`src/rtl/cache_arbiter.sv`:
```
// Round-robin arbiter granting one of the I-cache or D-cache line requests to the
// eviction buffer; the request is latched at grant and held until mem_resp.
module cache_arbiter (
  input  logic         clk,
  input  logic         rst_n,
  input  logic         i_mem_read,
  input  logic [31:0]  i_mem_addr,
  output logic [255:0] i_mem_rdata,
  output logic         i_mem_resp,
  input  logic         d_mem_read,
  input  logic         d_mem_write,
  input  logic [31:0]  d_mem_addr,
  input  logic [255:0] d_mem_wdata,
  output logic [255:0] d_mem_rdata,
  output logic         d_mem_resp,
  output logic         mem_read,
  output logic         mem_write,
  output logic [31:0]  mem_addr,
  output logic [255:0] mem_wdata,
  input  logic [255:0] mem_rdata,
  input  logic         mem_resp
);

  typedef enum logic [1:0] {IDLE, SERVE_I, SERVE_D} state_t;

  state_t state, state_nxt;
  logic   last_d;
  logic   i_pend, d_pend;

  assign i_pend = i_mem_read;
  assign d_pend = d_mem_read | d_mem_write;

  assign i_mem_rdata = mem_rdata;
  assign d_mem_rdata = mem_rdata;

  always_ff @(posedge clk or negedge rst_n) begin
    if (!rst_n) begin
      state  <= IDLE;
      last_d <= 1'b1;
    end else begin
      state <= state_nxt;
      if (state == SERVE_D && mem_resp)
        last_d <= 1'b1;
      else if (state == SERVE_I && mem_resp)
        last_d <= 1'b0;
    end
  end

  always_comb begin
    state_nxt = state;
    case (state)
      IDLE: begin
        if (i_pend && d_pend)
          state_nxt = last_d ? SERVE_I : SERVE_D;
        else if (i_pend)
          state_nxt = SERVE_I;
        else if (d_pend)
          state_nxt = SERVE_D;
      end
      SERVE_I, SERVE_D: begin
        if (mem_resp)
          state_nxt = IDLE;
      end
      default: state_nxt = IDLE;
    endcase
  end

  always_comb begin
    i_mem_resp = 1'b0;
    d_mem_resp = 1'b0;
    case (state)
      SERVE_I: i_mem_resp = mem_resp;
      SERVE_D: d_mem_resp = mem_resp;
      default: ;
    endcase
  end

  // Downstream request is captured on the grant edge and frozen until completion.
  always_ff @(posedge clk or negedge rst_n) begin
    if (!rst_n) begin
      mem_read  <= 1'b0;
      mem_write <= 1'b0;
      mem_addr  <= '0;
      mem_wdata <= '0;
    end else if (state == IDLE) begin
      if (state_nxt == SERVE_I) begin
        mem_read  <= 1'b1;
        mem_write <= 1'b0;
        mem_addr  <= i_mem_addr;
      end else if (state_nxt == SERVE_D) begin
        mem_read  <= ~d_mem_write;
        mem_write <= d_mem_write;
        mem_addr  <= d_mem_addr;
        mem_wdata <= d_mem_wdata;
      end
    end else if (mem_resp) begin
      mem_read  <= 1'b0;
      mem_write <= 1'b0;
    end
  end

endmodule
```
`config.mk`:
```
export PLATFORM = sky130hd
export DESIGN_NAME = cache_arbiter
export DESIGN_NICKNAME = d
export VERILOG_FILES = /design/src/rtl/cache_arbiter.sv
export SDC_FILE = /design/constraint.sdc
export NUM_CORES = 1
export LEC_CHECK = 0
export ABC_AREA = 0
export CORE_AREA = 8 8 531 533
export CTS_CLUSTER_SIZE = 24
export DETAILED_ROUTE_END_ITERATION = 12
export DIE_AREA = 0 0 539 541
export PLACE_DENSITY = 0.3
export SLEW_MARGIN = 20
export SYNTH_ARGS = -nofsm -noshare
export SYNTH_HDL_FRONTEND = slang
export SYNTH_SLANG_ARGS = --single-unit
```
`constraint.sdc`:
```
create_clock -name clk -period 3.28 [get_ports clk]
set_input_delay 0.328 -clock clk [delete_from_list [all_inputs] [get_ports clk]]
set_output_delay 0.328 -clock clk [all_outputs]
set_load 0.02 [all_outputs]
```
* Word-level counts from Yosys, hierarchy flattened
Cells that the tools add are included.
** Storage, ports and cells
- Register bits after elaboration :: 293
- Bits of input ports :: 582
** Operators by class
- Reduce and logical (&&, ||, !) cells :: 11
- Equality and inequality tests :: 5
- Muxes and demuxes :: 19
- Bitwise operators :: 3
** Operators by type and width (number)
- $mux W32 :: 2
- $mux W1 :: 11
- $mux W2 :: 5
- $reduce_bool A2 Y1 :: 3
- $eq A2 B1 Y1 const B :: 2
- $eq A2 B2 Y1 const B :: 2
- $pmux W2 S2 :: 1
- $reduce_and A2 Y1 :: 2
- $logic_and A1 B1 Y1 :: 3
- $ne A3 B1 Y1 const B :: 1
- $reduce_and A3 Y1 :: 1
- $logic_not A2 Y1 :: 1
- $not A1 Y1 :: 2
- $reduce_or A2 Y1 :: 1
- $or A1 B1 Y1 :: 1

* Depth between registers and ports, before layout
Gate-level depths: netlist of run 1.
- Depth after elaboration :: 9
- Mapped depth :: 13

* Least setup slack after synthesis of run 1
No wires, ideal clock.
- Path type :: flip-flop to flip-flop
- Start :: register state[0]
- End :: register mem_wdata[100]
- Data required time :: 3.155 ns
- Data arrival time :: 2.324 ns
- Path buffers :: 4
- Path slack :: 0.831 ns
- Cell stages (with the launch flop) :: 14
- Cells stage by stage :: dfrtp_1 > inv_1 > ha_1 > buf_2 > nor3b_1 > o21ai_0 > a21oi_1 > ha_1 > buf_2 > inv_2 > nand3_4 > buf_6 > buf_6 > mux2_4
** On the way
- Cells in the longest elaborated chain, start to end :: 7
- Elaborated cells between the ends (all ways) :: 13
- Classes of those cells :: eq/ne: 4; mux: 5; bitwise: 1; reduce/logical: 3
** Ends and longest elaborated chain
- start: declaration :: RTL line 26 : state_t state, state_nxt;
- start signal: assignment :: RTL line 41 : state <= state_nxt;
- $mux W2 :: RTL line 57 : else if (d_pend)
- $mux W2 :: RTL line 55 : else if (i_pend)
- $mux W2 :: RTL line 53 : if (i_pend && d_pend)
- $pmux W2 S2 (*) :: RTL line 51 : case (state)
- via state_nxt[0] :: RTL line 26
- $eq A2 B1 Y1 :: RTL line 86 : if (state_nxt == SERVE_I) begin
- $not A1 Y1 (no line)
- $reduce_and A3 Y1 (no line) (*)
- end signal: assignment :: RTL line 94 : mem_wdata <= d_mem_wdata;
- end: declaration :: RTL line 19 : output logic [255:0] mem_wdata,
The timed path passes the listed nets; every way through them passes the cells marked *.
A chain may end at the register's enable or synchronous reset.

* Worst setup path after layout of run 1
- Start :: register state[0]
- End :: register mem_wdata[35]
** On the way
- Elaborated cells between the ends (all ways) :: 13
- Classes of those cells :: eq/ne: 4; mux: 5; bitwise: 1; reduce/logical: 3
** RTL lines (RTL line)
- $eq A2 B2 Y1 or $eq A2 B1 Y1 (tied branches) :: 51
- $reduce_or A2 Y1 :: 51
- $pmux W2 S2 (*) :: 51
- via state_nxt[1] :: 26
- $eq A2 B1 Y1 :: 86
- $not A1 Y1 (no line)
- $reduce_and A3 Y1 (no line) (*)
Marked as above.

==> results of run 1 <==
## logic make-up (layout without fill, tap and decap cells)
family                   count (synthesis)  in the layout  synth area share
AO/OA/AOI/OAI                           44             44            0.0145
multiplexers                           289            289             0.254
flip-flops                             293            293             0.453
other                                    0             12                 0
AND/OR/NAND/NOR                         44             44            0.0122
adder cells (fa/ha/maj)                  6              6           0.00464
buffers and inverters                  557            727             0.261
## area by class of cell
cell class                 instances  share of cell area
sequential                       293               0.299
timing repair buffer             649               0.270
multi-input combinational        383               0.190
tap                             3589               0.183
clock buffer                      62              0.0497
clock inverter                    11             0.00664
antenna                           12             0.00123
inverter                           5            0.000766
## cell usage after synthesis
library cell and number:
o21ai_0 35, nor2_1 2, buf_6 27, nand3_4 1, nand3b_1 1, mux2_2 17, mux2i_1 32, dfstp_2 1
nand2b_1 1, inv_2 1, nand3_1 1, nor3b_1 1, mux2_4 240, buf_2 7, buf_4 512, dfrtp_1 292
clkbuf_1 6, nor2b_1 2, ha_1 6, a32o_1 1, o211ai_1 1, nand2_1 34, inv_1 4, and2_1 1
a21oi_1 4, a21o_1 3
## worst max-delay path by stage
stage                start             end  depth (start not counted)
4_1_cts           state[0]   mem_wdata[45]                         11
5_1_grt           state[0]  mem_wdata[248]                         11
3_3_place_gp   d_mem_write    mem_wdata[9]                         10
6_report          state[0]   mem_wdata[35]                         11
3_5_place_dp   d_mem_write    mem_wdata[9]                         10
2_1_floorplan     state[0]  mem_wdata[100]                         13
## metrics by stage
stage	util	area [um2]	setup slack (ns)	power [mW]	hold WS [ns]
after floorplan	-	16200	0.831	15.6	0.0324
after global placement	0.0846	23100	0.258	23.0	0.450
after detailed placement	0.0846	23100	0.357	23.0	0.434
after CTS	0.0897	24500	0.436	28.1	0.228
after global routing	0.0897	24500	0.285	28.9	0.254
final	0.0898	24500	0.472	27.1	0.319
## metal layers
layer / track usage / vias up
li1: - / 3883
met1: 0.0759 / 4481
met2: 0.146 / 1071
met3: 0.0801 / 338
met4: 0.0285 / 8
met5: 0.00357 / -
## power groups by stage
stage / clock, mW / combinational, mW / sequential, mW
2_1_floorplan: 0 / 6.81 / 8.81
3_3_place_gp: 0 / 16.1 / 6.91
3_5_place_dp: 0 / 16.1 / 6.92
4_1_cts: 5.02 / 16.2 / 6.88
5_1_grt: 5.11 / 16.7 / 7.08
6_report: 4.73 / 15.6 / 6.82
## state kept, by name (all words and copies together), names as in the netlist
register   flops
last_d         1
mem_wdata    256
state          2
mem_write      1
mem_addr      32
mem_read       1
==> flow_metrics.tcl, run 1 <==
set metrics [dict create \
    path_buf_inv 4 \
    via_count 9781 \
    grt_max_degree 85 \
    final_common_cell "clkdlybuf4s50_1" \
    yosysWarningCount 0 \
    seq_power_share 0.252 \
    place.gp.congestion 0.740 \
    clock_skew_ns 0.0275 \
    die_h_um 541 \
    area_growth_syn_to_layout_pct 51.4 \
    ys_ff_latch 293 \
    min_to "mem_wdata[19]" \
    yosys.area.top_type "dfrtp_1" \
    cp_max_fo 24 \
    cp_slowest_cell "dfrtp_1" \
    setup-violations-final 0 \
    met2WireLength_mm 62.0 \
    row_count 192 \
    dp.cells 4918 \
    rsz0062_at_grt "false" \
    fillCellCount 31400 \
    cp.required_ns 3.74 \
    path_clk_slew_ns 0.06 \
    overflow 0 \
    grt_pass1_vias 10400 \
    synth.top_cells.by_area "dfrtp_1 (45%), buf_4 (24%), mux2_4 (22%), mux2i_1 (2.0%), buf_6 (1.9%)" \
    r2r-start "state[0]" \
    worst_r2r_path_depth 11 \
    multiInputGateArea_um2 4640 \
    viasPerCell 1.95 \
    drc 0 \
    cts_root_buf "clkbuf_16" \
    crit_arrival_ns 3.27 \
    clkLatencyLatePin_ns 0.61 \
    hold_depth 2 \
    wirelength_mm 134 \
    nets 1962 \
    hold_viol 0 \
    worstHoldPathType "input port to flip-flop" \
    avgSynthCellArea_um2 13.1 \
    final-seq-area_um2 7330 \
    cp-start-kind "flip-flop" \
    antenna_found_initial 71 \
    power_frac_comb 0.574 \
    dieArea_um2 292000 \
    clockBufferDepth 3 \
    cts_sinks 293 \
    met1_length_mm 40.0 \
    ys_seq_area_frac 0.453 \
    first_pass_iters 4 \
    synth_cell_types 26 \
    r2r-end "mem_wdata[35]" \
    die_w_um 539 \
    crit_type "flip-flop to flip-flop" \
    wl_met3_mm 26.7 \
    final_cells 5004 \
    ir_worst_vdd_mv 0.388 \
    critPathMaxStageDelay_ns 0.43 \
    cts_setup_buffers 0 \
    status "finished, final reports clean" \
    worstMarginPinSlew_ns 0.887 \
    first_iter_violations 411 \
    highest_layer "met5" \
    pin_count 1386 \
    ant_nets 0 \
    grt_usage 0.0878 \
    syn-cell-area_um2 16200 \
    cpLargestDelayFamily "buffers and inverters" \
    syn-num-nets 1821 \
    syn_inst 1233 \
    fin_crit_ns 2.81 \
    initial_core_util 0.0593 \
    yosys.area.top_type_share 0.452 \
    min_period_over_period 0.856 \
    switching_share 0.409 \
    tritoncts "done" \
    maxCapViolations 0 \
    fmax_mhz 356 \
    hpwl_mm 121 \
    numCtsBuffers 42 \
    final.setup.tns_ns 0 \
    report.final.slew_viol_count 0 \
    cts_htree_levels 2 \
    power_leakage_nw 9.45 \
    post_cts_resize_count 0 \
    cp_cell_sequence "inv_1 -> ha_1 -> buf_4 -> nor2b_1 -> o21ai_0 -> a21oi_1 -> ha_1 -> nand3_4 -> buf_12 -> buf_12 -> mux2_4" \
    power_per_cell_area_nw_per_um2 1110 \
    coreArea_um2 273000 \
    mostFrequentLayoutCells "clkdlybuf4s50_1 (614), dfrtp_1 (292), mux2_4 (240)" \
    power_switching_mw 11.1 \
    worstHoldStart "d_mem_wdata[19]" \
    slew_headroom 0.407 \
    clockPowerShare 0.174 \
    io_buffer_count 617 \
    ctsHoldBuffers 1 \
    grt_pass1_wl_mm 161 \
    internal-power_mw 16.0 \
    wl_per_cell_um 26.9 \
    drive_gt1_frac 0.254 \
    r2r_slack_ns 0.47 \
    end_kind "flip-flop" \
]
Note: power is estimated with default switching activity, not from simulation.
==> run 2: changes to the inputs <==
==> constraint.sdc (replaced) <==
create_clock -name clk -period 3.28 [get_ports clk]
set_input_delay 0.328 -clock clk [delete_from_list [all_inputs] [get_ports clk]]
set_output_delay 0.328 -clock clk [all_outputs]
set_load 0.005 [all_outputs]
==> run 2 against run 1 <==
Net effect: fmax rose by 0.25%; sequential share of layout area hardly changed; first-iteration DRC count increased by 2.9%; non-clock buffer count unchanged; hold slack gained 0.0029 ns; flip-flop and latch count did not move; clock skew increased by 0.0051 ns; via count fell by 0.64%; register-to-register slack hardly changed; routed wire length barely moved; critical path type unchanged; critical endpoint is now mem_wdata[5]; largest power group unchanged.
==> flow_metrics.tcl, run 2 (synthesis gave the netlist of run 1 again) <==
set metrics [dict create \
    drive_gt1_frac 0.254 \
    path_clk_slew_ns 0.06 \
    ant_nets 0 \
    top_regs "mem_wdata (256), mem_addr (32), state (2)" \
    grt_max_degree 75 \
    setup-violations-final 0 \
    dieArea_um2 292000 \
    cts_root_buf "clkbuf_16" \
    antenna_found_initial 68 \
    worstHoldPathType "input port to flip-flop" \
    place_ws_ns 0.275 \
    cp_max_fo 22 \
    post_cts_resize_count 0 \
    rsz0062_at_grt "false" \
    hold_depth 2 \
    io_buffer_count 617 \
    final_common_cell "clkdlybuf4s50_1" \
    slew_headroom 0.458 \
    cp.required_ns 3.78 \
    wirelength_mm 134 \
    viasPerCell 1.94 \
    initial_core_util 0.0593 \
    worst_r2r_path_depth 11 \
    power_leakage_nw 9.44 \
    cts_htree_levels 2 \
    fin_crit_ns 2.80 \
    cts_sinks 293 \
    pin_count 1386 \
    wl_per_cell_um 26.9 \
    fin_hold_ws_ns 0.322 \
    design_area_um2 24500 \
    overflow 0 \
    first_iter_violations 423 \
    clock_skew_ns 0.0326 \
    grt_pass1_vias 10400 \
    largest_reg_flops 256 \
    min_period_over_period 0.854 \
    area_growth_syn_to_layout_pct 51.3 \
    grt_pass1_wl_mm 162 \
    fmax_mhz 357 \
    first_pass_iters 4 \
    hpwl_mm 121 \
    status "finished, final reports clean" \
    place.gp.congestion 0.737 \
    tritoncts "done" \
    maxCapViolations 0 \
    die_w_um 539 \
    via_count 9718 \
    clkLatencyLatePin_ns 0.61 \
    place_area_um2 23100 \
    drc 0 \
    crit_type "flip-flop to flip-flop" \
    coreArea_um2 273000 \
    hold_viol 0 \
    cts_setup_buffers 0 \
    nets 1962 \
    grt_usage 0.0880 \
    worst_slack_ns 0.479 \
    row_count 192 \
    final.setup.tns_ns 0 \
    crit_arrival_ns 3.30 \
    end_kind "flip-flop" \
    mostFrequentLayoutCells "clkdlybuf4s50_1 (616), dfrtp_1 (292), mux2_4 (240)" \
    regMostFlops "mem_wdata" \
    numCtsBuffers 42 \
    final_cells 5005 \
    report.final.slew_viol_count 0 \
    clockBufferDepth 3 \
    worstMarginPinSlew_ns 0.813 \
    dp.cells 4918 \
    ir_worst_vdd_mv 0.341 \
    power_per_cell_area_nw_per_um2 1010 \
    cp-start-kind "flip-flop" \
    die_h_um 541 \
]
==> run 2: critical path: stages, from the launching register on <==
cell     delay [ns]
dfrtp_1        0.42
inv_1          0.08
ha_1           0.21
buf_4          0.19
nor2b_1        0.13
o21ai_0        0.23
a21oi_1        0.14
ha_1           0.30
nand3_4        0.14
buf_12         0.21
buf_12         0.24
mux2_2         0.35
==> run 2: worst paths after layout <==
| kind | end | startpoint | slack [ns] |
|---|---|---|---|
| max | mem_wdata[5] | state[1] | 0.48 |
| max in group asynchronous | mem_wdata[172] | rst_n | 1.96 |
| max reg2reg | mem_wdata[5] | state[1] | 0.48 |
| min reg2reg | mem_addr[30] | mem_addr[30] | 0.48 |
| min in group asynchronous | mem_wdata[235] | rst_n | 0.35 |
| min | mem_wdata[19] | d_mem_wdata[19] | 0.32 |
==> run 2: layer usage <==
layer / wire length [um] / global-route usage / vias up
li1: - / - / 3870
met1: 41200 / 0.0773 / 4468
met2: 62100 / 0.147 / 1038
met3: 25200 / 0.0768 / 336
met4: 5830 / 0.0289 / 6
met5: 110 / 0.00325 / -
==> run 2: per-stage QoR <==
step,total power [mW],utilization
2_1_floorplan,13.1,-
3_3_place_gp,21.0,0.0847
3_5_place_dp,21.0,0.0847
4_1_cts,25.8,0.0896
5_1_grt,26.6,0.0896
6_report,24.8,0.0897
==> run 2: power by group <==
part | total [mW] | leakage [nW] | switching [mW] | internal (mW)
Clock | 4.53 | 0.657 | 1.93 | 2.60
Combinational | 13.5 | 5.30 | 5.84 | 7.64
Sequential | 6.82 | 3.49 | 1.25 | 5.57
==> run 2: timing repair <==
| item | in CTS | in global routing |
|---|---|---|
| endpoints found under the setup margin | 0 | 0 |
| hold buffers | 1 | 0 |
| hold endpoints to repair | 65 | 0 |
==> run 2: layout make-up <==
type                    instances  area (um2)
fillers                     31300      248000
flip-flops and latches        293        7330
repair buffers                649        6640
multi-input cells             383        4640
well taps                    3589        4490
clock buffers                  59        1170
clock inverters                15         155
diodes                         12        30.0
inverters                       5        18.8
